$ cat src/rtl/ahb_arb_pkg.sv
// Shared types for the AHB bus arbiter: transfer/burst encodings, FSM state
// constants and the burst-length decode used by the beat counter.
package ahb_arb_pkg;

   typedef enum logic [1:0] {
      HTRANS_IDLE   = 2'd0,
      HTRANS_BUSY   = 2'd1,
      HTRANS_NONSEQ = 2'd2,
      HTRANS_SEQ    = 2'd3
   } htrans_t;

   typedef enum logic [2:0] {
      HBURST_SINGLE = 3'd0,
      HBURST_INCR   = 3'd1,
      HBURST_WRAP4  = 3'd2,
      HBURST_INCR4  = 3'd3,
      HBURST_WRAP8  = 3'd4,
      HBURST_INCR8  = 3'd5,
      HBURST_WRAP16 = 3'd6,
      HBURST_INCR16 = 3'd7
   } hburst_t;

   typedef logic [1:0] arb_state_t;

   localparam arb_state_t ST_PARK  = 2'd0;
   localparam arb_state_t ST_OWN   = 2'd1;
   localparam arb_state_t ST_BURST = 2'd2;
   localparam arb_state_t ST_LOCK  = 2'd3;

   // Undefined-length INCR is treated as a burst of max_incr beats so it can be preempted.
   function automatic int unsigned burst_beats(hburst_t b, int unsigned max_incr);
      int unsigned beats;
      case (b)
         HBURST_SINGLE:                beats = 1;
         HBURST_INCR:                  beats = max_incr;
         HBURST_WRAP4,  HBURST_INCR4:  beats = 4;
         HBURST_WRAP8,  HBURST_INCR8:  beats = 8;
         default:                      beats = 16;
      endcase
      return beats;
   endfunction

endpackage

$ cat src/rtl/ahb_rr_picker.sv
// Combinational round-robin picker: scans req starting one past ptr and
// returns the first requester as a one-hot vector.
module ahb_rr_picker #(
   parameter int N = 4
) (
   input  logic [N-1:0]         req,
   input  logic [$clog2(N)-1:0] ptr,
   output logic [N-1:0]         winner,
   output logic                 valid
);

   localparam int IDX_W = $clog2(N);

   logic [IDX_W-1:0] idx;

   always_comb begin
      winner = '0;
      valid  = 1'b0;
      idx    = '0;
      // k runs to N so the previous owner is considered last.
      for (int k = 1; k <= N; k++) begin
         idx = IDX_W'((int'(ptr) + k) % N);
         if (!valid && req[idx]) begin
            winner[idx] = 1'b1;
            valid       = 1'b1;
         end
      end
   end

endmodule

$ cat src/rtl/ahb_bus_arbiter.sv
// AHB address/control bus arbiter: round-robin grants, burst-boundary
// rearbitration, INCR fairness cap, locked transfers and default-master parking.
module ahb_bus_arbiter
   import ahb_arb_pkg::*;
#(
   parameter int NUM_MASTERS    = 4,
   parameter int DEFAULT_MASTER = 0,
   parameter int MAX_INCR_BEATS = 16
) (
   input  logic                           hclk,
   input  logic                           hreset,
   input  logic [NUM_MASTERS-1:0]         hbusreq,
   input  logic [NUM_MASTERS-1:0]         hlock,
   input  logic [1:0]                     htrans,
   input  logic [2:0]                     hburst,
   input  logic                           hready,
   output logic [NUM_MASTERS-1:0]         hgrant,
   output logic [$clog2(NUM_MASTERS)-1:0] hmaster,
   output logic                           hmastlock
);

   localparam int IDX_W = $clog2(NUM_MASTERS);
   localparam int CNT_W = $clog2((MAX_INCR_BEATS > 16 ? MAX_INCR_BEATS : 16) + 1);
   localparam logic [NUM_MASTERS-1:0] DEFAULT_GRANT =
      {{(NUM_MASTERS-1){1'b0}}, 1'b1} << DEFAULT_MASTER;
   localparam logic [IDX_W-1:0] DEFAULT_IDX = IDX_W'(DEFAULT_MASTER);

   htrans_t                trans;
   hburst_t                burst;
   arb_state_t             state_reg, state_next;
   logic [NUM_MASTERS-1:0] grant_reg, grant_next;
   logic [IDX_W-1:0]       master_reg, master_next;
   logic                   mastlock_reg, mastlock_next;
   logic [IDX_W-1:0]       ptr_reg, ptr_next;
   logic [CNT_W-1:0]       cnt_reg, cnt_next;
   logic                   tail_reg, tail_next;

   logic [NUM_MASTERS-1:0] pick_onehot;
   logic                   pick_valid;
   logic [IDX_W-1:0]       pick_idx;
   logic [IDX_W-1:0]       owner_idx;
   logic [CNT_W-1:0]       new_beats;
   logic                   owner_req, owner_lock, settled;
   logic                   beat_accept, idle_accept, last_beat, rearb;

   assign trans = htrans_t'(htrans);
   assign burst = hburst_t'(hburst);

   ahb_rr_picker #(.N(NUM_MASTERS)) u_picker (
      .req    (hbusreq),
      .ptr    (ptr_reg),
      .winner (pick_onehot),
      .valid  (pick_valid)
   );

   always_comb begin
      owner_idx = '0;
      pick_idx  = '0;
      for (int i = 0; i < NUM_MASTERS; i++) begin
         if (grant_reg[i])   owner_idx = IDX_W'(i);
         if (pick_onehot[i]) pick_idx  = IDX_W'(i);
      end
   end

   assign owner_req   = hbusreq[owner_idx];
   assign owner_lock  = hlock[owner_idx];
   // htrans/hburst belong to hmaster, so they only describe the grant owner once hmaster caught up.
   assign settled     = (master_reg == owner_idx);
   assign new_beats   = CNT_W'(burst_beats(burst, MAX_INCR_BEATS));
   assign beat_accept = hready && (trans == HTRANS_NONSEQ || trans == HTRANS_SEQ);
   assign idle_accept = hready && (trans == HTRANS_IDLE);

   always_comb begin
      cnt_next = cnt_reg;
      if (hready && trans == HTRANS_NONSEQ)
         cnt_next = new_beats;
      else if (hready && trans == HTRANS_SEQ && cnt_reg != '0)
         cnt_next = cnt_reg - CNT_W'(1);
   end

   assign last_beat = beat_accept && (cnt_next == CNT_W'(1));

   always_comb begin
      state_next = state_reg;
      tail_next  = tail_reg;
      rearb      = 1'b0;
      case (state_reg)
         ST_PARK: rearb = hready;
         ST_OWN: begin
            if (owner_lock) begin
               state_next = ST_LOCK;
               tail_next  = 1'b0;
            end else if (settled && hready && trans == HTRANS_NONSEQ && new_beats > CNT_W'(1))
               state_next = ST_BURST;
            else
               rearb = hready && (!owner_req || (settled && (idle_accept || last_beat)));
         end
         ST_BURST: begin
            if (owner_lock) begin
               state_next = ST_LOCK;
               tail_next  = 1'b0;
            end else
               rearb = settled && (last_beat || idle_accept);
         end
         ST_LOCK: begin
            // After hlock drops, one more accepted cycle carries the locked tail.
            if (owner_lock)
               tail_next = 1'b0;
            else if (hready) begin
               if (tail_reg) begin
                  rearb     = 1'b1;
                  tail_next = 1'b0;
               end else
                  tail_next = 1'b1;
            end
         end
         default: state_next = ST_PARK;
      endcase
      if (rearb)
         state_next = pick_valid ? ST_OWN : ST_PARK;
   end

   always_comb begin
      grant_next    = grant_reg;
      ptr_next      = ptr_reg;
      master_next   = master_reg;
      mastlock_next = mastlock_reg;
      if (rearb) begin
         if (pick_valid) begin
            grant_next = pick_onehot;
            ptr_next   = pick_idx;
         end else
            grant_next = DEFAULT_GRANT;
      end
      if (hready) begin
         master_next   = owner_idx;
         mastlock_next = owner_lock;
      end
   end

   always_ff @(posedge hclk or posedge hreset) begin
      if (hreset) begin
         state_reg    <= ST_PARK;
         grant_reg    <= DEFAULT_GRANT;
         master_reg   <= DEFAULT_IDX;
         mastlock_reg <= 1'b0;
         ptr_reg      <= DEFAULT_IDX;
         cnt_reg      <= '0;
         tail_reg     <= 1'b0;
      end else begin
         state_reg    <= state_next;
         grant_reg    <= grant_next;
         master_reg   <= master_next;
         mastlock_reg <= mastlock_next;
         ptr_reg      <= ptr_next;
         cnt_reg      <= cnt_next;
         tail_reg     <= tail_next;
      end
   end

   assign hgrant    = grant_reg;
   assign hmaster   = master_reg;
   assign hmastlock = mastlock_reg;

endmodule

$ cat config.mk
export PLATFORM = sky130hd
export DESIGN_NAME = ahb_bus_arbiter
export DESIGN_NICKNAME = d
export VERILOG_FILES = /design/src/rtl/ahb_arb_pkg.sv /design/src/rtl/ahb_rr_picker.sv /design/src/rtl/ahb_bus_arbiter.sv
export SDC_FILE = /design/constraint.sdc
export NUM_CORES = 1
export LEC_CHECK = 0
export CORE_MARGIN = 2
export CORE_UTILIZATION = 49
export CTS_CLUSTER_SIZE = 28
export DETAILED_ROUTE_END_ITERATION = 16
export GPL_ROUTABILITY_DRIVEN = 0
export PLACE_DENSITY = 0.81
export REMOVE_ABC_BUFFERS = 1
export SETUP_SLACK_MARGIN = 0.05
export SLEW_MARGIN = 15
export SYNTH_ARGS = -nofsm -noshare
export SYNTH_HDL_FRONTEND = slang
export SYNTH_HIERARCHICAL = 1
export SYNTH_SLANG_ARGS = --single-unit
$ cat constraint.sdc
create_clock -name hclk -period 2.25 [get_ports hclk]
set_input_delay 0.225 -clock hclk [delete_from_list [all_inputs] [get_ports hclk]]
set_output_delay 0.225 -clock hclk [all_outputs]
set_load 0.02 [all_outputs]
# Word-level counts from Yosys, hierarchy flattened
# Cells that the tools add are included.
# classes
n_addsub,5
order_cmp,10
n_eq_ne,15
mux,56
bitwise_logic,3
reduce_logical,37
# op_table
op,count
$mux 1,27
$mux 4,5
$logic_and 1x1->1,18
$mux 2,8
$lt 2x3->1 const B,5
$pmux 5 s3,1
$bmux 1 s2,6
$or 4x4->4,3
$mux 5,2
$demux 1 s2,4
$eq 2x2->1 const B,4
$ge 2x1->1 const B,4
$eq 3x2->1 const B,2
$eq 3x3->1 const B,2
$ne 3x3->1 const B,2
$reduce_and 3->1,2
$reduce_or 2->1,3
$eq 5x1->1 const B,1
$gt 5x1->1 const B,1
$reduce_bool 5->1,1
$sub 5x1->5 const B,1
$add 2x1->2 const B,2
$add 2x2->2 const B,2
$logic_not 1->1,4
13 further kinds,16
# totals
regBits,17
word_cells,133

# Longest topological paths before layout
# logic_depth
ltp_word,16
ltp_mapped,11
ltp_nobuf,10

# Modules after synthesis
# Netlist, hierarchy kept.
# modules_own_cells
mod,n_inst,cells_per_inst,area_each_um2,seq_area_each_um2
ahb_bus_arbiter,1,136,1154.9,426.7
ahb_rr_picker,1,48,415.4,0.0

# Worst setup path after synthesis
# OpenSTA, ideal clock, no wires.
# synth_path
kind,register to register
from,register cnt_reg[0]
to,register ptr_reg[0]
setup_time_ns,0.127
t_arrival_ns,2.192
required_ns,2.123
setup_slack_ns,-0.069
path_stages_with_launch,11
path_buffers,1
path_cell_list,dfrtp_1 inv_1 ha_1 or4b_4 nand2_1 o22ai_1 a31oi_2 nand4_1 a41oi_2 buf_6 a31oi_1
# synth_between
elab_chain_len,14
elab_cells_between_ends,16
cone_classes,1 x add/sub; 1 x eq/ne; 6 x mux; 8 x reduce/logical
# synth_lines
element,line_no,source
start: declaration,ahb_bus_arbiter.sv:35,"logic [CNT_W-1:0] cnt_reg, cnt_next;"
start signal: assignment,ahb_bus_arbiter.sv:156,cnt_reg <= cnt_next;
branches (longest 2 deep; another with $sub 5x1->5),--,
$mux 5 (*),ahb_bus_arbiter.sv:77,else if (hready && trans == HTRANS_SEQ && cnt_reg != '0)
$mux 5 (*),ahb_bus_arbiter.sv:75,if (hready && trans == HTRANS_NONSEQ)
via cnt_next[0],ahb_bus_arbiter.sv:35,
$eq 5x1->1 (*),ahb_bus_arbiter.sv:81,assign last_beat = beat_accept && (cnt_next == CNT_W'(1));
$logic_and 1x1->1 (*),ahb_bus_arbiter.sv:81,
$logic_or 1x1->1 (*),"ahb_bus_arbiter.sv:96, ahb_bus_arbiter.sv:103",
$logic_and 1x1->1 (*),"ahb_bus_arbiter.sv:96, ahb_bus_arbiter.sv:103",
$logic_or 1x1->1,ahb_bus_arbiter.sv:96,rearb = hready && (!owner_req || (settled && (idle_accept || last_beat)));
$logic_and 1x1->1,ahb_bus_arbiter.sv:96,
$mux 1,ahb_bus_arbiter.sv:93,end else if (settled && hready && trans == HTRANS_NONSEQ && new_beats > CNT_W'(1))
$mux 1,ahb_bus_arbiter.sv:90,if (owner_lock) begin
$pmux 1 s4 (*),ahb_bus_arbiter.sv:87,case (state_reg)
$reduce_and 2->1 (no source line) (*),--,
end signal: assignment,ahb_bus_arbiter.sv:155,ptr_reg <= ptr_next;
end: declaration,ahb_bus_arbiter.sv:34,"logic [IDX_W-1:0] ptr_reg, ptr_next;"
# Mark *: on every way through the listed nets, which the timed path passes.
# A chain may end at the register's enable or synchronous reset.

# Worst setup path after layout
# Ends and elaborated chain as after synthesis.

==> results_dict.tcl <==
set metrics [dict create \
    outcome "finished, violations left" \
    failing_checks "negative setup slack" \
    multi_input_comb_area_sq_um 1090 \
    post_drt_wl_per_cell_um 14.1 \
    number_of_buffers_created_by_cts 3 \
    dpl.hpwl_um 2940 \
    timing_worst_slew_pin_value_ps 651 \
    cts.hold.buffers_added 0 \
    post_place_instance_area_sq_um 2030 \
    final-max-slew-violation-count 0 \
    min_period_ps 2480 \
    antenna_diode_count 0 \
    fraction_of_final_layout_cells_sized_beyond_drive_strength_1 0.261 \
    syn_avg_cell_area_sq_um 8.53 \
    final.setup_skew_ps 2.39 \
    post-synth-top-area-cell "dfrtp_1" \
    area_overhead_vs_synth_pct 40.4 \
    ys_top_cells_by_area "dfrtp_1 25%, ha_1 12%, mux2i_1 6.4%" \
    totalNegativeSetupSlack_ps -1530 \
    crit_arrival_ps 2650 \
    max_clock_freq_ghz 0.404 \
    grt_first_pass_wirelength_um 6860 \
    ant_nets 0 \
    nNetsFinal 270 \
    post_synthesis_instance_total 184 \
    synth_enable_flop_cells 0 \
    post_synth_most_frequent_cells "24 x inv_1, 16 x dfrtp_1, 16 x nor2_1, 15 x ha_1, 14 x nand2_1" \
    ctsRootBufferMaster "clkbuf_4" \
    setup.reg_to_reg.worst_slack_ps -230 \
    maximum_number_of_pins_on_one_net_before_global_route_repair 18 \
    cp_max_stage_delay_ps 510 \
    max_slew_margin 0.566 \
    mappedNetlistArea_sq_um 1570 \
    setup_crit_end_kind "register" \
    grt.total_usage 0.244 \
    layout.cell_area.non_filler_sq_um 2200 \
    critical-path-slowest-cell "or4b_4" \
    max_ffs_per_register 5 \
    nFillCells 245 \
    pre_cts_ws_ps -477 \
    fraction_of_the_yosys_area_taken_by_sequential_cells 0.272 \
    synth_cell_types 49 \
    p_leak_nw 0.984 \
    reg2reg_capture_point "ptr_reg[0]" \
    postSynth.asyncResetShare 1.00 \
    post-route-period-util 1.10 \
    via_count 1574 \
    yosys.cell_count.top_type "inv_1" \
    cts.reportedPaths.clkPinSlew_ps 110 \
    synth_warnings 6 \
    finalHoldViolations 0 \
    worst_r2r_startpoint "cnt_reg[0]" \
    number_of_drc_markers_in_iteration_0 53 \
    placedCellCount 272 \
    setup.worst_path.start_class "register" \
    reg2regPathDepth 11 \
    postSynthRegisterBits 17 \
    initial_utilization 0.514 \
    design.core.area_sq_um 3050 \
    setup_ws_ps -227 \
    chipWidth_um 60.6 \
    via_count_of_the_first_global_routing_pass 1567 \
    vdd.ir_drop.worst_mv 0.716 \
    maximum_count_of_clock_buffers_along_a_single_path 2 \
    tritoncts "yes" \
    final_hold_slack_ps 308 \
    core.rowCount 20 \
    setup-violations-final 8 \
    setup_repair_after_global_routing_missed_its_margin "true" \
    timing.hold.worst.class "in -> async" \
    clkSinkCount 17 \
    worstSetupPathType "reg -> reg" \
    drt_pass1_iterations 4 \
    maxCapViolations 0 \
    finalPower_mw 2.37 \
    synth-main-ff-cell "dfrtp_1" \
    worst-endpoint-required_ps 2420 \
    port-buffer-count 22 \
    power_density_nw_per_um2 1080 \
    die_y_um 60.6 \
    critical_path.cell_chain "inv_2 > ha_4 > or4b_4 > a31oi_4 > o21ai_2 > nor2_2 > nand4_1 > a41oi_2 > buf_4 > clkbuf_16 > a31oi_1" \
    ioPinCount 23 \
    layout.area.seq_sq_um 427 \
    drt_wl_total_um 3990 \
    dieArea_sq_um 3670 \
    layoutNonFillerInstCount 282 \
    avg_vias_per_cell 5.58 \
    clock_insertion_delay_worst_skew_ps 290 \
    cp_max_fo 7 \
    utilization 0.722 \
    netlist.area_leader.share 0.255 \
    drc_viols 0 \
    grt_antenna_before_repair 0 \
    ctsHtreeMaxLevel 1 \
    gr-total-overflow 0 \
]
[timing repair]
action,4_1_cts,5_1_grt
buffers inserted,4,1
cloned,1,0
setup endpoints to repair,8,8
pin swaps,12,5
resized for setup,11,6
[cell type report]
cell class	count	area share
clock inverters	1	0.00227
inverters	24	0.0409
repair buffers	57	0.233
well taps	44	0.0250
flip-flops and latches	17	0.194
multi-input cells	136	0.495
clock buffers	3	0.0102
[routing by layer]
layer / vias to the layer above / share of wire / track usage / wire length [um]
met5: - / 0 / 0 / 0
met4: 0 / 0.0085 / 0.0621 / 34
met3: 4 / 0.020 / 0.0213 / 81
met2: 29 / 0.58 / 0.488 / 2320
met1: 755 / 0.39 / 0.273 / 1550
li1: 786 / - / - / -
[cells by family after synthesis]
group,share of synthesized area
muxes,0.0948
AOI/OAI and AO/OA,0.235
DFF,0.272
adders and majority gates,0.120
buffers and inverters,0.0861
xor gates and xnor gates,0.00558
and+or+nand+nor,0.187
[critical path: cells and delay by family, from the launching register on]
| family | cells | cell delay (ps) |
|---|---|---|
| flip-flops | 1 | 410 |
| buffers and inverters | 3 | 390 |
| AND/OR/NAND/NOR | 3 | 770 |
| AO/OA/AOI/OAI | 4 | 650 |
| adder cells (fa/ha/maj) | 1 | 130 |
[worst max path at each step]
stage / endpoint / startpoint / cells past startpoint / slack [ps]
after floorplan: ptr_reg[0] / cnt_reg[0] / 10 / -240
after global placement: ptr_reg[0] / hburst[1] / 10 / -420
after detailed placement: ptr_reg[1] / hburst[1] / 10 / -480
after CTS: ptr_reg[0] / cnt_reg[1] / 10 / -170
after global routing: ptr_reg[0] / cnt_reg[1] / 11 / -310
final: ptr_reg[0] / cnt_reg[0] / 11 / -230
[layout by cell type, fill, tap and decap left out, types with 2 or more instances in the layout]
cell	instances
a41oi_2	3
mux2i_1	10
nand3_2	2
nor3_1	3
clkdlybuf4s50_1	22
nand2b_1	2
nand2_1	13
clkbuf_4	3
o21ai_0	4
a21oi_1	11
nor2b_1	3
a221o_1	4
buf_4	33
nor2_1	15
nand4_1	4
a31oi_1	6
nand3_1	4
dfrtp_1	16
o21ai_2	2
ha_1	14
o21ai_1	4
inv_2	2
inv_1	22
mux2_2	2
[power by group]
group	switching (mW)	internal, mW	total, mW	leakage [nW]
sequential	0.125	0.432	0.558	0.197
combinational	0.843	0.799	1.64	0.769
clock	0.107	0.0662	0.173	0.0177
(Power assumes the default switching activity.)
